<file path="config.mk">
export PLATFORM = sky130hd
export DESIGN_NAME = logic_op_responder
export DESIGN_NICKNAME = d
export VERILOG_FILES = /design/src/rtl/logic_op_pkg.sv /design/src/rtl/logic_bit_slice.sv /design/src/rtl/logic_op_responder.sv
export SDC_FILE = /design/constraint.sdc
export NUM_CORES = 1
export LEC_CHECK = 0
export BUFFER_PORTS_ARGS = -buffer_cell sky130_fd_sc_hd__buf_2
export CAP_MARGIN = 30
export CELL_PAD_IN_SITES_DETAIL_PLACEMENT = 1
export CELL_PAD_IN_SITES_GLOBAL_PLACEMENT = 2
export CORE_MARGIN = 2
export CORE_UTILIZATION = 33
export DETAILED_ROUTE_END_ITERATION = 8
export GPL_ROUTABILITY_DRIVEN = 0
export HOLD_SLACK_MARGIN = 0.05
export PLACE_DENSITY_LB_ADDON = 0.1
export RECOVER_POWER = 25
export SETUP_SLACK_MARGIN = 0.1
export SLEW_MARGIN = 20
export SYNTH_ARGS = -nofsm -noshare
export SYNTH_HDL_FRONTEND = slang
export SYNTH_SLANG_ARGS = --single-unit
</file>
<file path="constraint.sdc">
create_clock -name clk -period 2.15 [get_ports clk]
set_clock_uncertainty 0.2 [all_clocks]
set_input_delay 0.43 -clock clk [delete_from_list [all_inputs] [get_ports clk]]
set_output_delay 0.43 -clock clk [all_outputs]
set_load 0.05 [all_outputs]
</file>
<file path="src/rtl/logic_op_pkg.sv">
// Shared opcode constants, FSM state encoding and opcode legality for logic_op_responder.
// Build option: LOGIC_OP_XOR_EN makes OP_XORXNOR a legal opcode.
package logic_op_pkg;

  localparam logic [1:0] OP_ANDOR   = 2'd0;
  localparam logic [1:0] OP_NANDNOR = 2'd1;
  localparam logic [1:0] OP_XORXNOR = 2'd2;

  typedef enum logic [1:0] {
    IDLE = 2'd0,
    BUSY = 2'd1,
    DONE = 2'd2
  } state_t;

  function automatic logic op_legal(input logic [1:0] op);
`ifdef LOGIC_OP_XOR_EN
    return (op == OP_ANDOR) || (op == OP_NANDNOR) || (op == OP_XORXNOR);
`else
    return (op == OP_ANDOR) || (op == OP_NANDNOR);
`endif
  endfunction

endpackage

</file>
<file path="src/rtl/logic_bit_slice.sv">
// Single-bit combinational logic unit: primary and complementary result for one operand bit pair.
// Build option: LOGIC_OP_XOR_EN adds the XOR/XNOR pair.
module logic_bit_slice
  import logic_op_pkg::*;
(
  input  logic       a,
  input  logic       b,
  input  logic [1:0] op,
  output logic       x_bit,
  output logic       y_bit
);

  always_comb begin
    x_bit = 1'b0;
    y_bit = 1'b0;
    case (op)
      OP_ANDOR: begin
        x_bit = a & b;
        y_bit = a | b;
      end
      OP_NANDNOR: begin
        x_bit = ~(a & b);
        y_bit = ~(a | b);
      end
`ifdef LOGIC_OP_XOR_EN
      OP_XORXNOR: begin
        x_bit = a ^ b;
        y_bit = ~(a ^ b);
      end
`endif
      default: ;
    endcase
  end

endmodule

</file>
<file path="src/rtl/logic_op_responder.sv">
// Bit-serial logic-op responder: accepts one request, evaluates it LSB first, holds the response until taken.
// Build option: LOGIC_OP_XOR_EN enables the XOR/XNOR opcode.
module logic_op_responder
  import logic_op_pkg::*;
#(
  parameter int WIDTH = 4
) (
  input  logic             clk,
  input  logic             rst_n,
  input  logic             req_valid,
  output logic             req_ready,
  input  logic [WIDTH-1:0] req_a,
  input  logic [WIDTH-1:0] req_b,
  input  logic [1:0]       req_op,
  output logic             rsp_valid,
  input  logic             rsp_ready,
  output logic [WIDTH-1:0] rsp_x,
  output logic [WIDTH-1:0] rsp_y,
  output logic             rsp_err
);

  localparam int CNT_W = $clog2(WIDTH);

  state_t           state, state_nxt;
  logic [CNT_W-1:0] cnt;
  logic [WIDTH-1:0] a_q, b_q, x_q, y_q;
  logic [1:0]       op_q;
  logic             err_q;
  logic             x_bit, y_bit;
  logic             last_bit;

  assign last_bit = (cnt == CNT_W'(WIDTH - 1));

  logic_bit_slice u_slice (
    .a     (a_q[cnt]),
    .b     (b_q[cnt]),
    .op    (op_q),
    .x_bit (x_bit),
    .y_bit (y_bit)
  );

  always_ff @(posedge clk or negedge rst_n) begin
    if (!rst_n) state <= IDLE;
    else        state <= state_nxt;
  end

  always_comb begin
    state_nxt = state;
    case (state)
      IDLE:    if (req_valid) state_nxt = op_legal(req_op) ? BUSY : DONE;
      BUSY:    if (last_bit)  state_nxt = DONE;
      DONE:    if (rsp_ready) state_nxt = IDLE;
      default: state_nxt = IDLE;
    endcase
  end

  always_comb begin
    req_ready = (state == IDLE);
    rsp_valid = (state == DONE);
  end

  // Operands are captured only on acceptance, so request-side activity in BUSY/DONE cannot disturb them.
  always_ff @(posedge clk or negedge rst_n) begin
    if (!rst_n) begin
      cnt   <= '0;
      a_q   <= '0;
      b_q   <= '0;
      op_q  <= '0;
      x_q   <= '0;
      y_q   <= '0;
      err_q <= 1'b0;
    end else begin
      case (state)
        IDLE: if (req_valid) begin
          a_q  <= req_a;
          b_q  <= req_b;
          op_q <= req_op;
          cnt  <= '0;
          if (op_legal(req_op)) begin
            err_q <= 1'b0;
          end else begin
            err_q <= 1'b1;
            x_q   <= '0;
            y_q   <= '0;
          end
        end
        BUSY: begin
          x_q[cnt] <= x_bit;
          y_q[cnt] <= y_bit;
          cnt      <= last_bit ? '0 : cnt + CNT_W'(1);
        end
        default: ;
      endcase
    end
  end

  assign rsp_x   = x_q;
  assign rsp_y   = y_q;
  assign rsp_err = err_q;

endmodule

</file>
; ---- After elaboration in Yosys (flattened, before gate mapping)
; Cells that the tools add are included.
[word_totals]
ff_bits = 23
output_inout_bits = 11
word_cells = 57
[op_classes]
addsub = 1
magnitude_cmp = 2
eq_ne = 9
muxes = 23
n_bitwise = 4
n_reduce_logical = 10
[ops]
columns = op, n
row1 = 4-bit case mux with 2 select lines, 2
row2 = 2-bit two-way mux, 6
row3 = 4-bit bitwise mux, 2
row4 = 4-bit two-way mux, 2
row5 = 2-bit by 1-bit equality test with 1-bit output (second input constant), 3
row6 = 2-bit zero test, 3
row7 = 2-bit inequality test (second input constant), 3
row8 = 2-bit case mux with 3 select lines, 1
row9 = 3-bit AND reduction, 2
row10 = 1-bit binary-select mux with 2-bit select, 2
row11 = 2-bit equality test (second input constant), 2
row12 = 1-bit two-way mux, 4
row13 = 1-bit case mux with 2 select lines, 2
row14 = 2-bit case mux with 2 select lines, 1
row15 = 2-bit AND reduction, 2
row16 = 2-bit by 3-bit < comparator with 1-bit output (second input constant), 1
row17 = 2-bit by 1-bit adder with 2-bit output (second input constant), 1
row18 = 1-bit demux with 2-bit select, 1
row19 = 2-bit by 1-bit >= comparator with 1-bit output (second input constant), 1
row20 = 2-bit by 1-bit inequality test with 1-bit output (second input constant), 1
row21 = 1-bit NOT, 2
row22 = 2-bit nonzero test, 1
row23 = 1-bit AND, 1
row24 = 1-bit logical AND, 1
row25 = other kinds (2), 2

; ---- Logic depth before layout (Yosys ltp)
[depth]
ltp_word = 7
depth_mapped = 6
depth_no_buf = 5

; ---- By module
; From an unflattened synthesis, not the netlist that was laid out.
[hier_totals]
hier_cells = 107
area_unflattened_um2 = 1203.7
[modules_own_cells]
columns = module, instances, cells_each, area_each_um2
row1 = logic_op_responder, 1, 101, 1159.9
row2 = logic_bit_slice, 1, 6, 43.8

; ---- Worst setup path after synthesis
; No wires, ideal clock.
[synth_timing]
kind = register to register
from = reg state[1]
to = reg a_q[1]
setup_time_ps = 125
arrival_ps = 1998
t_required_ps = 1825
slack_ps = -173
path_stages_with_launch = 6
path_cell_list = dfrtp_1 clkbuf_1 nor2_1 and2_1 buf_2 mux2_2
[synth_between]
elab_chain_len = 2
[synth_rtl]
columns = element, line_no
row1 = from (decl), logic_op_responder.sv:24  ; state_t state, state_nxt;
row2 = from (signal assigned), logic_op_responder.sv:44  ; else state <= state_nxt;
row3 = 2-bit zero test, -
row4 = net req_ready, logic_op_responder.sv:11  ; output logic req_ready,
row5 = 2-bit AND reduction (no source line), -
row6 = to (signal assigned), logic_op_responder.sv:75  ; a_q <= req_a;
row7 = to (decl), logic_op_responder.sv:26  ; logic [WIDTH-1:0] a_q, b_q, x_q, y_q;
; The timed path passes the listed nets, and every way through them passes these cells.
; A chain may end at the register's enable or synchronous reset.

; ---- Final worst setup path
[layout_timing]
from = reg cnt[0]
to = reg y_q[3] (netlist: rsp_y[3])
[layout_between]
elab_chain_len = 7
word_cells_on_any_way = 14
classes_between = order compare (2) / mux (9) / bitwise (2) / reduce/logical (1)
[layout_rtl]
columns = element, line_no
row1 = from (decl), logic_op_responder.sv:25  ; logic [CNT_W-1:0] cnt;
row2 = from (signal assigned), logic_op_responder.sv:90  ; cnt <= last_bit ? '0 : cnt + CNT_W'(1);
row3 = 1-bit binary-select mux with 2-bit select (on tied branches), "logic_op_responder.sv:35, logic_op_responder.sv:36"
row4 = 1-bit two-way mux (on tied branches), "logic_op_responder.sv:35, logic_op_responder.sv:36"
row5 = 1-bit OR, "logic_bit_slice.sv:19, logic_bit_slice.sv:23"
row6 = 1-bit NOT, logic_bit_slice.sv:23  ; y_bit = ~(a | b);
row7 = 1-bit case mux with 2 select lines, logic_bit_slice.sv:16  ; case (op)
row8 = 4-bit bitwise mux *, logic_op_responder.sv:89  ; y_q[cnt] <= y_bit;
row9 = 4-bit case mux with 2 select lines *, logic_op_responder.sv:73  ; case (state)
row10 = "to (signal, indexed assignment)", logic_op_responder.sv:89
row11 = to (decl), logic_op_responder.sv:26
; Mark *: on every way between the ends. The rest lies on a longest branch, timed or not. The select of a mux whose other input is x is not followed.

==> impl_metrics.csv <==
group,metric,value,unit
run_status,status,"finished clean",
logic_synthesis,syn-num-nets,133,
placement,port_buffers,24,
route,drcViolationCount,0,
route,firstDrtPassIters,4,
logic_synthesis,synth_top_area_share,47.6,%
global_routing,grt_pass1_wl,4.73,mm
worst_hold_path,hold_depth,2,
logic_synthesis,avgSynthCellArea,10.5,sq um
sta,rsz0062_at_grt,"no",
worst_hold_path,min_to,"b_q[1]",
logic_synthesis,yosysTopAreaCell,"dfrtp_1",
power_and_ir_drop,ir_drop,537,uV
power_and_ir_drop,power,2.30,mW
job,drv_cap,0,
logic_synthesis,synth_cell_types,23,
power_and_ir_drop,p_leak,0.661,nW
finish,fill_cells,393,
route,ant_nets,0,
power_and_ir_drop,power_frac_comb,55.6,%
logic_synthesis,synth.area.top_cells,"dfrtp_1 (48%), mux2_2 (10%), o221ai_1 (5.8%)",
route,routedWlPerCell,15.4,um
worst_setup_path,cp-start-kind,"register",
clock_tree,cts_buffers,3,
sta,hold_ws,0.138,ns
floorplan,fp.coreArea,3420,sq um
finish,fin_area,1480,sq um
worst_setup_path,worst_r2r_path_depth,3,
floorplan,initial_core_util,35.4,%
finish,multiInputGateArea,591,sq um
worst_setup_path,worstPathRequired,2.18,ns
finish,syn2layout_area_growth,22.7,%
clock_tree,path_clk_slew,0.13,ns
clock_tree,cts-root-buf,"clkbuf_4",
sta,slew_headroom,65.9,%
clock_tree,cts_tree,"built",
placement,place_ws,0.0957,ns
placement,place_inst,181,
sta,fin_tns_setup,0,ns
floorplan,rows,21,
route,avgViaCountPerCell,5.32,
finish,nNetsFinal,165,
clock_tree,clk_latency,0.31,ns
clock_tree,cts_htree_levels,1,
finish,final_util,43.4,%
floorplan,dieArea,4160,sq um
worst_hold_path,worstHoldStart,"req_b[1]",
power_and_ir_drop,swShare,47.8,%
finish,layout_common_cells,"buf_2 (23), dfrtp_1 (21), inv_1 (12), nand2_1 (12), mux2_2 (11)",
worst_hold_path,hp-class,"in -> reg",
logic_synthesis,synth_seq_cells,23,
finish,stdcell_count,192,
finish,regArea,578,sq um
route,vias,1022,
clock_tree,cts_sinks,23,
placement,placed_cell_area,1380,sq um
worst_setup_path,critPathKind,"reg -> reg",
sta,period_share,91.8,%
sta,hold_viol_final,0,
floorplan,die_h,64.5,um
placement,dp.final_hpwl,2.13,mm
worst_setup_path,cp_max_fo,9,
logic_synthesis,syn_inst,115,
worst_setup_path,arrival,2.00,ns
global_routing,grt_max_degree,24,
logic_synthesis,ys_warn_count,0,
sta,max_freq,507,MHz
floorplan,io_pins,25,
logic_synthesis,ys_seq_area_share,47.6,%
power_and_ir_drop,internal_power,1.20,mW
finish,final_common_cell,"buf_2",
worst_setup_path,r2r-end,"rsp_y[3]",
finish,antenna_cells,0,
worst_setup_path,reg2reg_from,"cnt[0]",
sta,slew_violations,0,
global_routing,first_global_vias,978,
global_routing,globalRouteOverflowTotal,0,
sta,setup_slack,0.177,ns
clock_tree,cts_buffer_depth,2,
power_and_ir_drop,power_density,1550,nW/um^2
worst_setup_path,crit_path_end_kind,"register",
route,drt_iter0_markers,32,
power_and_ir_drop,p_clk_share,8.9,%
logic_synthesis,synth_area,1210,sq um
route,drt-total-wl,2.96,mm
sta,min_period,1.97,ns
power_and_ir_drop,power_switching,1.10,mW
sta,setup_viol,0,
global_routing,antenna_found_initial,0,
floorplan,die_w,64.5,um
sta,worst_pin_slew,0.512,ns
worst_setup_path,reg2reg_slack,0.18,ns
global_routing,track_usage,14.7,%
power_and_ir_drop,p_seq_share,35.5,%
finish,layout-drive-gt1-share,34.9,%
[Yosys cell counts (all sizes together)]
cell type  count
dfrtp         23
inv           12
nand2         12
mux2          11
o221ai         8
nor2           6
a21oi          5
nor2b          5
clkbuf         4
ha             4
nand3          4
nand4          4
or4            4
a32o           2
and2           2
buf            2
mux4           2
a21o           1
nand3b         1
nor3b          1
o21ai          1
or3b           1
[power groups by stage]
stage | sequential, mW | clock (mW) | combinational, mW
6_report | 0.818 | 0.205 | 1.28
5_1_grt | 0.854 | 0.229 | 1.39
4_1_cts | 0.808 | 0.216 | 1.17
3_5_place_dp | 0.816 | 0 | 1.17
3_3_place_gp | 0.805 | 0 | 1.15
2_1_floorplan | 0.952 | 0 | 0.740
[worst max-delay path by stage]
stage,startpoint,to,cells after the start
4_1_cts,state[1],rsp_valid,3
3_3_place_gp,cnt[0],rsp_y[1],3
6_report,cnt[0],rsp_y[3],3
2_1_floorplan,state[1],rsp_valid,3
5_1_grt,state[0],rsp_valid,3
3_5_place_dp,cnt[0],rsp_y[3],3
[cells by family after synthesis]
family                   count (synthesis)  share of synthesized area, %
AO/OA/AOI/OAI                           17                          10.6
adder cells (fa/ha/maj)                  4                          4.14
buffers and inverters                   18                          6.31
flip-flops                              23                          47.6
multiplexers                            13                          14.0
AND/OR/NAND/NOR                         40                          17.4
[flip-flops by register name, indices dropped and copies added (netlist names)]
signal	count
a_q	4
b_q	4
rsp_x	4
rsp_y	4
cnt	2
op_q	2
state	2
rsp_err	1
[critical path, cell delays in order, from the launching register on]
cell	delay, ns
dfrtp_2	0.46
mux4_2	0.61
or4_1	0.53
o221ai_1	0.09
[final cells by class]
type	count	share of cell area (%)
Clock buffer	4	1.77
Inverter	12	3.04
Multi-Input combinational cell	75	39.8
Sequential cell	23	39.0
Tap cell	46	3.88
Timing Repair Buffer	32	12.5
[routing by layer]
metal / GRT usage [%] / part of all wire, % / wire length [um]
met1: 18.9 / 45 / 1320
met2: 24.5 / 50 / 1490
met3: 1.74 / 4.1 / 121
met4: 7.45 / 0.68 / 20
met5: 0 / 0 / 0
[what timing repair did]
action                                  in CTS  in global routing
endpoints found under the setup margin       4                  5
hold buffers                                 1                  0
gates resized for setup                      2                  1
pin swaps                                    0                  0
hold endpoints to repair                    23                  0
cloned                                       0                  1
buffers inserted                             0                  5
Power figures use the tool's default switching activity.
